File: config.mk
export PLATFORM = sky130hd
export DESIGN_NAME = arbitrated_write_fifo
export DESIGN_NICKNAME = d
export VERILOG_FILES = /design/src/rtl/arbiter_pkg.sv /design/src/rtl/arbitrated_write_fifo_ram.sv /design/src/rtl/arbitrated_write_fifo.sv
export SDC_FILE = /design/constraint.sdc
export NUM_CORES = 1
export LEC_CHECK = 0
export CORE_UTILIZATION = 59
export CTS_CLUSTER_DIAMETER = 80
export DETAILED_ROUTE_END_ITERATION = 16
export PLACE_DENSITY = 0.78
export SLEW_MARGIN = 20
export SYNTH_ARGS = -nofsm -noshare
export SYNTH_HDL_FRONTEND = slang
export SYNTH_HIERARCHICAL = 1
export SYNTH_SLANG_ARGS = --single-unit
File: constraint.sdc
create_clock -name i_clk -period 3.5 [get_ports i_clk]
set_input_delay 0.35 -clock i_clk [delete_from_list [all_inputs] [get_ports i_clk]]
set_output_delay 0.35 -clock i_clk [all_outputs]
set_load 0.01 [all_outputs]
File: src/rtl/arbiter_pkg.sv
// Shared layout helpers for the writer arbitration path: index/pointer widths
// and the stored entry format {src, data}.
package arbiter_pkg;

  localparam int unsigned WIDTH_DEF       = 8;
  localparam int unsigned DEPTH_DEF       = 16;
  localparam int unsigned NUM_WRITERS_DEF = 2;

  function automatic int unsigned src_width(input int unsigned num_writers);
    return (num_writers > 1) ? $clog2(num_writers) : 1;
  endfunction

  function automatic int unsigned ptr_width(input int unsigned depth);
    return $clog2(depth) + 1;
  endfunction

  localparam int unsigned SRC_W_DEF = src_width(NUM_WRITERS_DEF);

  typedef struct packed {
    logic [SRC_W_DEF-1:0] src;
    logic [WIDTH_DEF-1:0] data;
  } entry_t;

endpackage

File: src/rtl/arbitrated_write_fifo_ram.sv
// Simple dual-port register array: one write port, one registered read port.
module fifo_ram #(
  parameter int unsigned DATA_W = 9,
  parameter int unsigned ADDR_W = 4
) (
  input  logic              clk,
  input  logic              rst_n,
  input  logic              we,
  input  logic [ADDR_W-1:0] waddr,
  input  logic [DATA_W-1:0] wdata,
  input  logic              re,
  input  logic [ADDR_W-1:0] raddr,
  output logic [DATA_W-1:0] rdata
);

  localparam int unsigned ENTRIES = 1 << ADDR_W;

  logic [DATA_W-1:0] mem [ENTRIES];

  // Storage is intentionally not reset.
  always_ff @(posedge clk) begin
    if (we) mem[waddr] <= wdata;
  end

  always_ff @(posedge clk or negedge rst_n) begin
    if (!rst_n)  rdata <= '0;
    else if (re) rdata <= mem[raddr];
  end

endmodule

File: src/rtl/arbitrated_write_fifo.sv
// Shared sink FIFO behind the writer arbiter: tags each word with its writer
// index, flags overflow and malformed grants without touching stored data.
module arbitrated_write_fifo
  import arbiter_pkg::*;
#(
  parameter int unsigned WIDTH       = 8,
  parameter int unsigned DEPTH       = 16,
  parameter int unsigned NUM_WRITERS = 2
) (
  input  logic                           i_clk,
  input  logic                           i_reset_n,
  input  logic                           i_we,
  input  logic [NUM_WRITERS-1:0]         i_busy,
  input  logic [NUM_WRITERS*WIDTH-1:0]   i_wdata,
  input  logic                           i_re,
  output logic [WIDTH-1:0]               o_rdata,
  output logic [$clog2(NUM_WRITERS)-1:0] o_rsrc,
  output logic                           o_rvalid,
  output logic                           o_full,
  output logic                           o_empty,
  output logic [$clog2(DEPTH):0]         o_count,
  output logic                           o_overflow,
  output logic                           o_grant_err
);

  localparam int unsigned SRC_W   = src_width(NUM_WRITERS);
  localparam int unsigned AW      = $clog2(DEPTH);
  localparam int unsigned PW      = ptr_width(DEPTH);
  localparam int unsigned ENTRY_W = SRC_W + WIDTH;

  logic [NUM_WRITERS-1:0] grant;
  logic                   one_hot;
  logic [SRC_W-1:0]       src_idx;
  logic [WIDTH-1:0]       src_data;
  logic [PW-1:0]          wptr;
  logic [PW-1:0]          rptr;
  logic                   full;
  logic                   empty;
  logic                   legal;
  logic                   do_read;
  logic                   do_write;
  logic [ENTRY_W-1:0]     rd_entry;

  assign grant   = ~i_busy;
  assign one_hot = (grant != '0) && ((grant & (grant - NUM_WRITERS'(1))) == '0);

  // OR-reduce index and data over the granted lanes; only valid when one_hot.
  always_comb begin
    src_idx  = '0;
    src_data = '0;
    for (int k = 0; k < int'(NUM_WRITERS); k++) begin
      if (grant[k]) begin
        src_idx  = src_idx | SRC_W'(k);
        src_data = src_data | i_wdata[k*WIDTH +: WIDTH];
      end
    end
  end

  assign full     = (wptr[AW-1:0] == rptr[AW-1:0]) && (wptr[AW] != rptr[AW]);
  assign empty    = (wptr == rptr);
  assign legal    = i_we && one_hot;
  assign do_read  = i_re && !empty;
  assign do_write = legal && (!full || do_read);

  always_ff @(posedge i_clk or negedge i_reset_n) begin
    if (!i_reset_n) begin
      wptr        <= '0;
      rptr        <= '0;
      o_rvalid    <= 1'b0;
      o_overflow  <= 1'b0;
      o_grant_err <= 1'b0;
    end else begin
      if (do_write) wptr <= wptr + PW'(1);
      if (do_read)  rptr <= rptr + PW'(1);
      o_rvalid <= do_read;
      if (legal && full && !do_read) o_overflow  <= 1'b1;
      if (i_we && !one_hot)          o_grant_err <= 1'b1;
    end
  end

  fifo_ram #(
    .DATA_W (ENTRY_W),
    .ADDR_W (AW)
  ) u_ram (
    .clk   (i_clk),
    .rst_n (i_reset_n),
    .we    (do_write),
    .waddr (wptr[AW-1:0]),
    .wdata ({src_idx, src_data}),
    .re    (do_read),
    .raddr (rptr[AW-1:0]),
    .rdata (rd_entry)
  );

  assign o_rdata = rd_entry[WIDTH-1:0];
  assign o_rsrc  = rd_entry[ENTRY_W-1 -: SRC_W];
  assign o_full  = full;
  assign o_empty = empty;
  assign o_count = wptr - rptr;

endmodule

After elaboration in Yosys (flattened, before gate mapping)

Memories as Yosys holds them, arrays and structs flattened. A register that Yosys moved wholly into a read port is not among the register bits.
Cells that the tools add are included.

Flip-flop bits (word level): 13
Memory bits (writable): 144
Bits of input ports: 22
Output and inout port bits: 19
Memories: 1

Memory list:

| name      | depth | bits a word | read ports | clocked after Yosys merged registers in | wr ports | line                            | source |
|---|---|---|---|---|---|---|---|
| u_ram.mem | 16    | 9           | 1          | 1                                       | 1        | arbitrated_write_fifo_ram.sv:18 | `logic [DATA_W-1:0] mem [ENTRIES];` |

Add/sub/neg operators: 4
Equal/unequal tests: 3
Multiplexer cells: 5
Bitwise gates (word level): 3
Reductions and logical operators: 16

Operators with widths:

| cell                | number |
|---|---|
| $mux 8              | 2 |
| $add 5x1->5 const B | 2 |
| $logic_and 1x1->1   | 8 |
| $or 8x8->8          | 1 |
| $eq 5x5->1          | 1 |
| $logic_not 1->1     | 5 |
| $sub 5x5->5         | 1 |
| $eq 4x4->1          | 1 |
| $mux 1              | 3 |
| $and 2x2->2         | 1 |
| $logic_not 2->1     | 1 |
| $not 2->2           | 1 |
| $reduce_bool 2->1   | 1 |
| $sub 2x1->2 const B | 1 |
| $logic_or 1x1->1    | 1 |
| $ne 1x1->1          | 1 |

Longest topological paths before layout

Depth in word-level cells: 9
Mapped depth: 8

Cells and area by module

The synthesis kept the hierarchy.

By module, submodules not included:

| module                | times used | cells each | area each (um^2) |
|---|---|---|---|
| fifo_ram              | 1          | 265        | 5,989.5 |
| arbitrated_write_fifo | 1          | 73         | 807.0 |

Least setup slack after synthesis

OpenSTA, ideal clock, no wires.

Path type: reg2reg
Start: register wptr[0]
End: memory u_ram.mem[0][0] (enable)
Library setup time: 0.387 ns
Arrival: 2.371 ns
Data required time: 3.113 ns
Slack: 0.742 ns
Cell stages (with the launch flop): 7
Path buffers: 0
Period minus slack after synthesis: 2.758 ns
Path through: dfrtp_1 -> inv_1 -> ha_1 -> nand4_1 -> o311a_4 -> or3b_2 -> nor3_1

Longest elaborated chain between the ends: 7

RTL lines:

| item                                                        | line                                                     | source |
|---|---|---|
| from (decl)                                                 | arbitrated_write_fifo.sv:35                              | `logic [PW-1:0] wptr;` |
| from (signal assigned)                                      | arbitrated_write_fifo.sv:73                              | `if (do_write) wptr <= wptr + PW'(1);` |
| $eq 5x5->1 / $eq 4x4->1 (equally long branches)             | arbitrated_write_fifo.sv:60, arbitrated_write_fifo.sv:59 |  |
| $logic_not 1->1 / $logic_and 1x1->1 (equally long branches) | arbitrated_write_fifo.sv:62, arbitrated_write_fifo.sv:59 |  |
| $logic_and 1x1->1 / $logic_not 1->1 (equally long branches) | arbitrated_write_fifo.sv:62, arbitrated_write_fifo.sv:63 |  |
| $logic_or 1x1->1 (*)                                        | arbitrated_write_fifo.sv:63                              | `assign do_write = legal && (!full \|\| do_read);` |
| $logic_and 1x1->1 (*)                                       | arbitrated_write_fifo.sv:63                              |  |
| named net do_write                                          | arbitrated_write_fifo.sv:41                              | `logic do_write;` |
| $mux 1 (*)                                                  | arbitrated_write_fifo_ram.sv:22                          | `if (we) mem[waddr] <= wdata;` |
| $mux 1 (implied by the code) (*)                            | arbitrated_write_fifo_ram.sv:22                          |  |
| to (decl)                                                   | arbitrated_write_fifo_ram.sv:18                          |  |

Mark *: on every way through the listed nets, which the timed path passes. The rest lies on a longest branch.

Worst setup path in the final report

Start: register wptr[0]
End: output port o_count[4]

Longest elaborated chain between the ends: 1

RTL lines:

| item        | line                        | source |
|---|---|---|
| $sub 5x5->5 | arbitrated_write_fifo.sv:99 | `assign o_count = wptr - rptr;` |
| to (decl)   | arbitrated_write_fifo.sv:21 | `output logic [$clog2(DEPTH):0] o_count,` |

No other way between the ends.

==> metrics.md <==
| Metric | Value |
|---|---|
| Status | `complete, no violations` |
| N_diodes | `0` |
| CTS tree | `built` |
| Max-cap viol count | `0` |
| Final GP Congestion | `0.8838` |
| Vias in the first global route | `3615` |
| Setup crit start kind | `flop` |
| Avg Vias per Cell | `6.416` |
| DR iter-0 viols | `308` |
| R2R setup slack | `0.69 ns` |
| Slew headroom | `0.5048` |
| Post-Synthesis Cells | `338` |
| Hold WC Path Type | `primary input to asynchronous set/reset pin` |
| Initial Util | `0.6162` |
| Yosys reg bits | `166` |
| Layout Skew | `0.007761 ns` |
| # setup viols final | `0` |
| Vias | `3580` |
| Worst Slack Setup Final | `0.4229 ns` |
| 1st-pass router iterations | `4` |
| Final wirelength | `14.05 mm` |
| Clock Sinks | `166` |
| # rows | `38` |
| Fin crit share | `0.8792` |
| Port buffer count | `40` |
| Synth warnings | `6` |
| Crit path arrival time | `2.73 ns` |
| Layout cells sized above 1 | `0.1938` |
| # DRC | `0` |
| Post-CTS setup buffers | `0` |
| Netlist cell types | `43` |
| Antenna viol nets, final | `0` |
| Async SR Flop Fraction | `0.1325` |
| Ys flop type | `edfxtp_1` |
| Commonest non-fill, non-tap cells in the layout | `edfxtp_1 (144), clkdlybuf4s50_1 (39), nor2_1 (22), dfrtp_1 (22), buf_4 (21)` |
| Post-synth EDFFs | `144` |
| Final hold violations | `0` |
| Clock buffer count from CTS | `17` |
| Detailed Place HPWL | `8.687 mm` |
| CTS Buffer Depth | `2` |
| Worst vdd ir | `0.0008404 V` |
| Lkg Pwr | `2.790 nW` |
| Syn avg cell area | `20.11 sq um` |
| H-tree Lvls | `4` |
| Nets | `434` |
| Worst setup path endpoint | `o_count[4]` |
| Mapped Area | `6797 sq um` |
| Crit path launch | `wptr[0]$_DFFE_PN0P_` |
| CTS root buf | `clkbuf_16` |
| Core area | `11030 sq um` |
| Non-Filler Instances | `558` |
| Fmax | `325.0 MHz` |
| R2R cell count | `7` |
| Antenna violations before repair | `0` |
| IO Pins | `41` |
| Kind of end point of the critical path | `output pin` |
| Register area share after synthesis | `0.7172` |
| Clock transition at path regs | `0.06 ns` |
| Worst reg2reg path startpoint | `wptr[0]$_DFFE_PN0P_` |
| Clk_lat worst skew | `0.41 ns` |
| Slew Limit Fails | `0` |
| Nets in the synthesized netlist | `367` |
| DP Cell Count | `525` |
| Setup TNS | `0 ns` |
| Worst setup path class | `flop to output pin` |
| CP Max Fanout | `10` |
| Most common cell after layout, fill and taps aside | `edfxtp_1` |
| Total track usage | `0.2549` |
| Req. time, crit path | `3.15 ns` |
| Tmin final | `3.077 ns` |
| Unrepaired setup endpoints after global routing | `false` |
| Wirelength per Cell | `25.17 um` |
| GRT overflow | `0` |
| Die Span X | `109.3 um` |
| Pin count of the biggest net entering global routing | `39` |
| Area Overhead vs Synth | `17.49%` |
| Die H | `109.3 um` |
| Overall die area | `11950 sq um` |
| Power per cell area | `819.5 nW/um^2` |
| Dpl ws | `0.6849 ns` |
| Least-Margin Pin Slew | `0.7428 ns` |
| Final core occ | `0.7239` |
| Critical R2R Capture | `u_ram/mem[0][2]$_DFFE_PP_` |
| Global-route wire length before repair | `20.70 mm` |
worst max-delay path: stages (launching register included):
cell             delay (ns)
dfrtp_1                0.51
inv_1                  0.16
ha_1                   0.15
inv_1                  0.06
fa_1                   0.40
a21o_1                 0.18
a21oi_1                0.18
xnor2_1                0.14
clkdlybuf4s50_1        0.55
synth_stat cells (4+ instances only):
library cell | instances | area (sq um)
xnor2_1 | 9 | 78.83
nand4_1 | 4 | 25.02
edfxtp_1 | 144 | 4324
mux4_1 | 20 | 525.5
mux4_2 | 16 | 360.4
nor2_1 | 22 | 82.58
nand2_1 | 4 | 15.01
inv_1 | 8 | 30.03
a22o_1 | 8 | 70.07
ha_1 | 6 | 75.07
buf_6 | 4 | 45.04
a221oi_2 | 4 | 60.06
o22ai_1 | 9 | 56.30
nor3_1 | 5 | 25.02
mux2i_1 | 9 | 90.09
a221oi_1 | 5 | 43.79
dfrtp_1 | 22 | 550.5
per-layer routing:
layer / wire (um) / vias to the layer above / GRT usage
met2: 6777 / 204 / 0.3877
met4: 295 / 0 / 0.1105
met3: 1254 / 21 / 0.05453
met5: 0 / - / 0
li1: - / 1532 / -
met1: 5718 / 1823 / 0.3622
how the worst min path moves through the flow:
stage | start | end | slack, ns | cells past startpoint
3_3_place_gp | o_overflow$_DFFE_PN0P_ | o_overflow$_DFFE_PN0P_ | 0.46 | 1
6_report | i_reset_n | o_grant_err$_DFFE_PN0P_ | 0.44 | 2
2_1_floorplan | i_reset_n | o_grant_err$_DFFE_PN0P_ | 0.05 | 0
4_1_cts | o_overflow$_DFFE_PN0P_ | o_overflow$_DFFE_PN0P_ | 0.48 | 1
5_1_grt | i_reset_n | o_grant_err$_DFFE_PN0P_ | 0.49 | 2
3_5_place_dp | o_overflow$_DFFE_PN0P_ | o_overflow$_DFFE_PN0P_ | 0.46 | 1
logic make-up (layout without fill, tap and decap cells):
| group | count (synthesis) | count (layout) | share of synthesized area |
|---|---|---|---|
| buf+inv | 23 | 103 | 0.02577 |
| mux | 46 | 46 | 0.1458 |
| fa+ha+maj | 7 | 7 | 0.01399 |
| flops | 166 | 166 | 0.7172 |
| compound gates | 36 | 36 | 0.04565 |
| simple gates | 47 | 47 | 0.03369 |
| xor+xnor | 13 | 13 | 0.01786 |
where the power goes:
group / total [W] / switching (W) / internal [W]
combinational: 0.00218 / 0.00112 / 0.00106
clock: 0.00182 / 0.000745 / 0.00108
sequential: 0.00254 / 0.000162 / 0.00238
total: 0.00654 / 0.00203 / 0.00452
registers in the layout (all words and copies together) (netlist names):
signal	cells
u_ram/mem	144
u_ram/rdata	9
rptr	5
wptr	5
o_grant_err	1
o_overflow	1
o_rvalid	1
timing repair:
action                                 CTS  global route
endpoints found under the hold margin    0            22
setup endpoints to repair                0             0
gates resized for setup                  0             0
hold buffers                             0             1
final cells by class:
| type | instances | area [sq um] |
|---|---|---|
| Inverter | 9 | 33.78 |
| Tap cell | 140 | 175.2 |
| Fill cell | 671 | 3045 |
| Clock inverter | 13 | 145.1 |
| Sequential cell | 166 | 4875 |
| Timing Repair Buffer | 62 | 563.0 |
| Clock buffer | 19 | 442.9 |
| Multi-Input combinational cell | 149 | 1750 |
through the flow:
stage               area [sq um]  total power [W]  hold slack (ns)
CTS                         7980         0.006558           0.4755
global placement            7392         0.004641           0.4619
finish                      7985         0.006543           0.4447
global route                7985         0.006809           0.4934
floorplan                   6797         0.004032          0.05441
detailed placement          7392         0.004728           0.4609
(Power assumes the default switching activity.)
